**src/rtl/aluop_stage_if.sv**
```systemverilog
// ============================================================================
// aluop_stage_if : upstream/downstream handshake bundle for aluop_stage
// Revision: 1.0
// ============================================================================
`default_nettype none

interface aluop_stage_if #(
    parameter int CNT_W = 8
) ();
    logic             in_valid_i;
    logic [31:0]      in_instr_i;
    logic             in_ready_o;
    logic             flush_i;
    logic             out_valid_o;
    logic             out_ready_i;
    logic [31:0]      out_instr_o;
    logic [2:0]       aluop_o;
    logic [3:0]       alu_ctrl_o;
    logic             mext_o;
    logic             illegal_o;
    logic [CNT_W-1:0] illegal_cnt_o;

    // Stage side
    modport slave (
        input  in_valid_i, in_instr_i, flush_i, out_ready_i,
        output in_ready_o, out_valid_o, out_instr_o, aluop_o, alu_ctrl_o,
               mext_o, illegal_o, illegal_cnt_o
    );

    // Environment side (fetch upstream plus execute downstream)
    modport master (
        output in_valid_i, in_instr_i, flush_i, out_ready_i,
        input  in_ready_o, out_valid_o, out_instr_o, aluop_o, alu_ctrl_o,
               mext_o, illegal_o, illegal_cnt_o
    );
endinterface

`default_nettype wire

```
**src/rtl/aluop_stage.sv**
```systemverilog
// ============================================================================
// aluop_stage : RV32 ALU-op decode stage with a two-entry skid buffer
// Revision: 1.0
// ============================================================================
`default_nettype none

module aluop_stage #(
    parameter bit M_EXT = 1'b0,
    parameter int CNT_W = 8
) (
    input  logic          clk_i,
    input  logic          rst_i,
    aluop_stage_if.slave  bus
);

    typedef struct packed {
        logic [31:0] instr;
        logic [2:0]  aluop;
        logic [3:0]  ctrl;
        logic        mext;
        logic        illegal;
    } entry_t;

    typedef enum logic [1:0] {
        EMPTY = 2'd0,
        ONE   = 2'd1,
        TWO   = 2'd2
    } state_t;

    state_t           state;
    state_t           state_nxt;
    entry_t           dec;
    entry_t           out_q;
    entry_t           skid_q;
    logic [CNT_W-1:0] cnt;
    logic             accept;
    logic             drain;
    logic             load_out;
    logic             load_skid;
    logic             out_from_skid;

    logic [6:0] opcode;
    logic [2:0] funct3;
    logic [6:0] funct7;

    assign opcode = bus.in_instr_i[6:0];
    assign funct3 = bus.in_instr_i[14:12];
    assign funct7 = bus.in_instr_i[31:25];

    always_comb begin
        dec       = '0;
        dec.instr = bus.in_instr_i;
        case (opcode)
            7'b0110011: begin
                dec.aluop = 3'b000;
                dec.ctrl  = {funct7[5], funct3};
                if (funct7 == 7'b0000001) begin
                    if (M_EXT) begin
                        dec.mext = 1'b1;
                    end else begin
                        dec.illegal = 1'b1;
                    end
                end else if (funct7 != 7'b0000000 && funct7 != 7'b0100000) begin
                    dec.illegal = 1'b1;
                end
            end
            7'b0010011: begin
                dec.aluop = 3'b001;
                // Only the shift-right group uses funct7[5] (SRLI vs SRAI)
                dec.ctrl  = (funct3 == 3'b101) ? {funct7[5], funct3} : {1'b0, funct3};
            end
            7'b1100011: begin
                dec.aluop = 3'b010;
                dec.ctrl  = {1'b0, funct3};
            end
            7'b1100111: dec.aluop = 3'b011;
            7'b1101111: dec.aluop = 3'b011;
            7'b0000011: dec.aluop = 3'b100;
            7'b0100011: dec.aluop = 3'b101;
            7'b0110111: dec.aluop = 3'b110;
            7'b0010111: dec.aluop = 3'b111;
            default:    dec.illegal = 1'b1;
        endcase
    end

    // in_ready depends on state alone so out_ready never reaches it combinationally
    assign accept = bus.in_valid_i && (state != TWO);
    assign drain  = (state != EMPTY) && bus.out_ready_i;

    always_comb begin
        state_nxt     = state;
        load_out      = 1'b0;
        load_skid     = 1'b0;
        out_from_skid = 1'b0;
        case (state)
            EMPTY: begin
                if (accept) begin
                    state_nxt = ONE;
                    load_out  = 1'b1;
                end
            end
            ONE: begin
                if (accept && drain) begin
                    load_out = 1'b1;
                end else if (accept) begin
                    state_nxt = TWO;
                    load_skid = 1'b1;
                end else if (drain) begin
                    state_nxt = EMPTY;
                end
            end
            TWO: begin
                if (drain) begin
                    state_nxt     = ONE;
                    load_out      = 1'b1;
                    out_from_skid = 1'b1;
                end
            end
            default: state_nxt = EMPTY;
        endcase
        if (bus.flush_i) begin
            state_nxt = EMPTY;
            load_out  = 1'b0;
            load_skid = 1'b0;
        end
    end

    always_ff @(posedge clk_i or posedge rst_i) begin
        if (rst_i) begin
            state <= EMPTY;
        end else begin
            state <= state_nxt;
        end
    end

    always_ff @(posedge clk_i or posedge rst_i) begin
        if (rst_i) begin
            out_q  <= '0;
            skid_q <= '0;
        end else begin
            if (load_out) begin
                out_q <= out_from_skid ? skid_q : dec;
            end
            if (load_skid) begin
                skid_q <= dec;
            end
        end
    end

    // Counts delivered illegal entries, including one that leaves alongside a flush
    always_ff @(posedge clk_i or posedge rst_i) begin
        if (rst_i) begin
            cnt <= '0;
        end else if (drain && out_q.illegal && (cnt != {CNT_W{1'b1}})) begin
            cnt <= cnt + CNT_W'(1);
        end
    end

    assign bus.in_ready_o    = (state != TWO);
    assign bus.out_valid_o   = (state != EMPTY);
    assign bus.out_instr_o   = out_q.instr;
    assign bus.aluop_o       = out_q.aluop;
    assign bus.alu_ctrl_o    = out_q.ctrl;
    assign bus.mext_o        = out_q.mext;
    assign bus.illegal_o     = out_q.illegal;
    assign bus.illegal_cnt_o = cnt;

endmodule

`default_nettype wire

```
**src/flat_wrapper.sv**
```systemverilog
// flat-port wrapper written by rule: the top's interface ports become plain ports
module aluop_stage_flat 
#(
    parameter bit M_EXT = 1'b0,
    parameter int CNT_W = 8
)
  (clk_i, rst_i, bus_in_valid_i, bus_in_instr_i, bus_flush_i, bus_out_ready_i, bus_in_ready_o, bus_out_valid_o, bus_out_instr_o, bus_aluop_o, bus_alu_ctrl_o, bus_mext_o, bus_illegal_o, bus_illegal_cnt_o);
  aluop_stage_if #(.CNT_W(CNT_W)) bus_i ();
  input  logic clk_i;
  input  logic rst_i;
  input wire logic [$bits(bus_i.in_valid_i)-1:0] bus_in_valid_i;
  input wire logic [$bits(bus_i.in_instr_i)-1:0] bus_in_instr_i;
  input wire logic [$bits(bus_i.flush_i)-1:0] bus_flush_i;
  input wire logic [$bits(bus_i.out_ready_i)-1:0] bus_out_ready_i;
  output wire logic [$bits(bus_i.in_ready_o)-1:0] bus_in_ready_o;
  output wire logic [$bits(bus_i.out_valid_o)-1:0] bus_out_valid_o;
  output wire logic [$bits(bus_i.out_instr_o)-1:0] bus_out_instr_o;
  output wire logic [$bits(bus_i.aluop_o)-1:0] bus_aluop_o;
  output wire logic [$bits(bus_i.alu_ctrl_o)-1:0] bus_alu_ctrl_o;
  output wire logic [$bits(bus_i.mext_o)-1:0] bus_mext_o;
  output wire logic [$bits(bus_i.illegal_o)-1:0] bus_illegal_o;
  output wire logic [$bits(bus_i.illegal_cnt_o)-1:0] bus_illegal_cnt_o;
  assign bus_i.in_valid_i = bus_in_valid_i;
  assign bus_i.in_instr_i = bus_in_instr_i;
  assign bus_i.flush_i = bus_flush_i;
  assign bus_i.out_ready_i = bus_out_ready_i;
  assign bus_in_ready_o = bus_i.in_ready_o;
  assign bus_out_valid_o = bus_i.out_valid_o;
  assign bus_out_instr_o = bus_i.out_instr_o;
  assign bus_aluop_o = bus_i.aluop_o;
  assign bus_alu_ctrl_o = bus_i.alu_ctrl_o;
  assign bus_mext_o = bus_i.mext_o;
  assign bus_illegal_o = bus_i.illegal_o;
  assign bus_illegal_cnt_o = bus_i.illegal_cnt_o;
  aluop_stage #(.M_EXT(M_EXT), .CNT_W(CNT_W)) u_core (.clk_i(clk_i), .rst_i(rst_i), .bus(bus_i));
endmodule
```
**config.mk**
```make
export PLATFORM = sky130hd
export DESIGN_NAME = aluop_stage_flat
export DESIGN_NICKNAME = d
export VERILOG_FILES = /design/src/rtl/aluop_stage_if.sv /design/src/rtl/aluop_stage.sv /design/src/flat_wrapper.sv
export SDC_FILE = /design/constraint.sdc
export NUM_CORES = 1
export LEC_CHECK = 0
export BUFFER_PORTS_ARGS = -buffer_cell sky130_fd_sc_hd__buf_2
export CAP_MARGIN = 20
export CORE_MARGIN = 3
export CORE_UTILIZATION = 50
export DETAILED_ROUTE_END_ITERATION = 6
export GPL_ROUTABILITY_DRIVEN = 0
export PLACE_DENSITY = 0.74
export SLEW_MARGIN = 20
export SYNTH_ARGS = -nofsm -noshare
export SYNTH_HDL_FRONTEND = slang
export SYNTH_SLANG_ARGS = --single-unit
```
**constraint.sdc**
```tcl
create_clock -name clk_i -period 3 [get_ports clk_i]
set_input_delay 0.3 -clock clk_i [delete_from_list [all_inputs] [get_ports clk_i]]
set_output_delay 0.3 -clock clk_i [all_outputs]
set_load 0.01 [all_outputs]
```
==> results.sh <==
export IMPL_run_status="finished clean"
export IMPL_data_arrival_at_the_endpoint_of_the_critical_path_ns=2.28
export IMPL_htree_num_levels=3
export IMPL_tritoncts="yes"
export IMPL_critPathSlowestCell="sky130_fd_sc_hd__dfrtp_1"
export IMPL_ctsResizeCount=0
export IMPL_asyncSetResetFlopFracSynth_pct=100
export IMPL_regArea_mm2=0.00225
export IMPL_leakagePower_uw=0.00257
export IMPL_net_switching_power_of_the_design_uw=887
export IMPL_first_iter_violations=168
export IMPL_final_max_slew_viol_count=0
export IMPL_hold_buffers=0
export IMPL_setup_violations=0
export IMPL_layoutNonFillerInstCount=597
export IMPL_grt_pass1_vias=3121
export IMPL_crit_path_max_fanout=33
export IMPL_synth_seq_area_share_pct=53.4
export IMPL_synth_avg_cell_area_um2=10.2
export IMPL_detailedRoute_firstPassIterationCount=4
export IMPL_place_detailed_hpwl_um=6440
export IMPL_yosys_most_used_dff="sky130_fd_sc_hd__dfrtp_1"
export IMPL_cts_root_buf="sky130_fd_sc_hd__clkbuf_8"
export IMPL_multi_input_comb_area_mm2=0.00177
export IMPL_ys_types=50
export IMPL_finalWirelength_um=9570
export IMPL_synth_ff_latch_count=90
export IMPL_cts_setup_buffers=0
export IMPL_clockBufferDepth=2
export IMPL_cp_cell_sequence="and3b_1 -> buf_4 -> a21oi_4 -> or2_4 -> o21ai_0"
export IMPL_setup_total_negative_slack_ns=0
export IMPL_hold_path_class="input port to asynchronous set/reset pin"
export IMPL_cap_viol_max_count=0
export IMPL_p_int_uw=2110
export IMPL_cts_clk_slew_worst_paths_ns=0.09
export IMPL_critical_path_startpoint_type="flop"
export IMPL_timing_slew_headroom_pct=40.9
export IMPL_grt_antenna_before_repair=0
export IMPL_floorplan_die_width_um=97.8
export IMPL_worst_slew_pin_slew_ns=0.887
export IMPL_cts_sink_count=90
export IMPL_num_vias=3246
export IMPL_p_clk_share_pct=28.3
export IMPL_post_synth_inst_count=413
export IMPL_num_fill_cells=722
export IMPL_antenna_left=0
export IMPL_comb_power_share_pct=18.9
export IMPL_p_per_area_mw_per_mm2=617
export IMPL_port_buffers=86
export IMPL_flow_area_growth_from_synthesis_pct=15.1
export IMPL_top_level_ports=88
export IMPL_required_ns=3.22
export IMPL_timing_critical_path_slowest_cell_delay_ns=0.49
export IMPL_worst_clock_skew_ns=0.00846
export IMPL_synth_warning_count=0
export IMPL_clkLatencyLatePin_ns=0.35
export IMPL_global_route_wire_length_before_repair_um=15800
export IMPL_setup_repair_after_global_routing_missed_its_margin="no"
export IMPL_post_route_cells_drive_above_1_share_pct=25.9
export IMPL_floorplan_rows=32
export IMPL_netlist_area_before_placement_mm2=0.00422
export IMPL_floorplan_initialDensity_pct=52.9
export IMPL_floorplan_die_area_mm2=0.00957
export IMPL_part_of_the_total_power_dissipated_in_sequential_elements_pct=52.8
export IMPL_antenna_cells_inserted=0
export IMPL_core_area_mm2=0.00797
export IMPL_maximum_number_of_pins_on_one_net_before_global_route_repair=54
export IMPL_placed_cells=581
export IMPL_globalRouteTotalUtil_pct=20.3
export IMPL_timing_final_hold_violations=0
export IMPL_drt_drc_violations_left=0
export IMPL_grt_ovfl_total=0
export IMPL_cp_end_kind="flop"
export IMPL_chipHeight_um=97.8
export IMPL_final_nets=528
export IMPL_edff_count_synth=0
export IMPL_ir_drop_uv=364
export IMPL_viasPerCell=5.44
export IMPL_maximum_frequency_from_static_timing_analysis_mhz=484
export IMPL_cts_inserted_buffers=9
export IMPL_wl_per_cell_um=16.0
export IMPL_sw_frac_of_total_pct=29.6
export IMPL_mappedNetlistNets=451
export IMPL_final_min_clock_period_ns=2.07
export IMPL_period_share_pct=68.9
export IMPL_path_class="flop to flop"
## worst max-delay path, delay by kind of cell (launching register included)
family                 cells  cell delay, ns
AO/OA/AOI/OAI              2            0.57
buffers and inverters      1            0.21
flip-flops                 1            0.49
AND/OR/NAND/NOR            2            0.64
## metal layers
layer	part of all wire [%]	vias to the layer above	track usage, %	routed length [um]
met3	6.6	6	5.50	628
li1	-	1576	-	-
met2	48	100	32.4	4550
met5	0	-	0	0
met1	45	1564	27.6	4320
met4	0.85	0	5.22	81
## Yosys cell counts (2+ instances only)
cell type / n / area share, %
sky130_fd_sc_hd__a211oi_1: 4 / 0.71
sky130_fd_sc_hd__a21oi_1: 3 / 0.36
sky130_fd_sc_hd__a22o_1: 6 / 1.2
sky130_fd_sc_hd__and3_1: 5 / 0.74
sky130_fd_sc_hd__and3b_1: 3 / 0.62
sky130_fd_sc_hd__buf_2: 9 / 1.1
sky130_fd_sc_hd__buf_4: 6 / 1.1
sky130_fd_sc_hd__buf_6: 8 / 2.1
sky130_fd_sc_hd__clkbuf_1: 3 / 0.27
sky130_fd_sc_hd__dfrtp_1: 90 / 53
sky130_fd_sc_hd__inv_1: 2 / 0.18
sky130_fd_sc_hd__mux2_2: 7 / 1.9
sky130_fd_sc_hd__mux2i_1: 31 / 7.4
sky130_fd_sc_hd__nand2_1: 110 / 9.8
sky130_fd_sc_hd__nand2b_1: 4 / 0.59
sky130_fd_sc_hd__nand3b_1: 2 / 0.36
sky130_fd_sc_hd__nand4_1: 3 / 0.45
sky130_fd_sc_hd__nor2_1: 5 / 0.45
sky130_fd_sc_hd__nor2b_1: 2 / 0.30
sky130_fd_sc_hd__nor4_1: 2 / 0.30
sky130_fd_sc_hd__nor4b_1: 2 / 0.42
sky130_fd_sc_hd__o2111a_1: 2 / 0.53
sky130_fd_sc_hd__o21ai_0: 66 / 7.8
sky130_fd_sc_hd__o21ai_1: 4 / 0.47
sky130_fd_sc_hd__o21ai_2: 3 / 0.62
sky130_fd_sc_hd__o31ai_1: 2 / 0.36
sky130_fd_sc_hd__xnor2_1: 5 / 1.0
sky130_fd_sc_hd__xor2_1: 2 / 0.42
## registers in the layout, indices dropped and copies added, names as in the netlist
| signal | cells |
|---|---|
| u_core.bus.aluop_o | 3 |
| u_core.bus.alu_ctrl_o | 4 |
| u_core.state | 2 |
| u_core.bus.illegal_o | 1 |
| u_core.bus.out_instr_o | 32 |
| u_core.skid_q | 40 |
| u_core.bus.illegal_cnt_o | 8 |
## logic make-up (layout without fill, tap and decap cells)
family / after synthesis / in the layout / synth area share, %
adder cells (fa/ha/maj): 1 / 1 / 0.297
flip-flops: 90 / 90 / 53.4
multiplexers: 38 / 38 / 9.23
XOR/XNOR: 7 / 7 / 1.45
buffers and inverters: 28 / 110 / 4.72
AND/OR/NAND/NOR: 149 / 149 / 16.4
other: 1 / 1 / 0.0889
AO/OA/AOI/OAI: 99 / 99 / 14.4
## path summary, 6_finish.rpt
check                                    from                    endpoint  slack, ns  cells after the start
min                                     rst_i  u_core.bus.out_instr_o[20]       0.02                      2
min in group clk_i         bus_in_instr_i[22]           u_core.skid_q[31]       0.15                      3
max reg2reg                   u_core.state[0]  u_core.bus.out_instr_o[27]       0.93                      5
min reg2reg                 u_core.skid_q[14]           u_core.skid_q[14]       0.48                      2
max in group asynchronous               rst_i           u_core.skid_q[16]       2.29                      3
max                           u_core.state[0]  u_core.bus.out_instr_o[27]       0.93                      5
## stage by stage
step | utilization [%] | setup slack, ns | instance area [um^2] | hold WS (ns) | power (uW)
floorplan | - | 0.365 | 4220 | 0.372 | 1940
global placement | 58.4 | 0.992 | 4650 | 0.413 | 2150
detailed placement | 58.4 | 0.950 | 4650 | 0.415 | 2180
CTS | 60.9 | 0.938 | 4850 | 0.0248 | 3030
global route | 60.9 | 0.767 | 4850 | 0.0549 | 3170
finish | 60.9 | 0.933 | 4850 | 0.0165 | 3000
## final cells by class
class / count / area share, %
sequential: 90 / 46.4
timing repair buffer: 92 / 10.1
clock buffer: 12 / 3.20
inverter: 2 / 0.180
tap: 102 / 2.63
multi-input combinational: 295 / 36.5
clock inverter: 4 / 1.03
## power by group through the flow
stage               Sequential, uW  Combinational, uW  Clock (uW)
global route                  1620                640         916
finish                        1580                565         848
global placement              1590                553           0
CTS                           1580                576         871
detailed placement            1610                575           0
floorplan                     1630                303           0
## layout by cell type (no fill, tap or decap), types with 4 or more instances in the layout
cell and count:
sky130_fd_sc_hd__xnor2_1 5, sky130_fd_sc_hd__a211oi_1 4, sky130_fd_sc_hd__a22o_1 6, sky130_fd_sc_hd__mux2_2 7
sky130_fd_sc_hd__mux2i_1 31, sky130_fd_sc_hd__o21ai_1 4, sky130_fd_sc_hd__buf_2 86, sky130_fd_sc_hd__dfrtp_1 90
sky130_fd_sc_hd__clkbuf_8 11, sky130_fd_sc_hd__nand2b_1 4, sky130_fd_sc_hd__nand2_1 110, sky130_fd_sc_hd__and3_1 5
sky130_fd_sc_hd__buf_4 5, sky130_fd_sc_hd__nor2_1 5, sky130_fd_sc_hd__o21ai_0 66
Power figures use the tool's default switching activity.
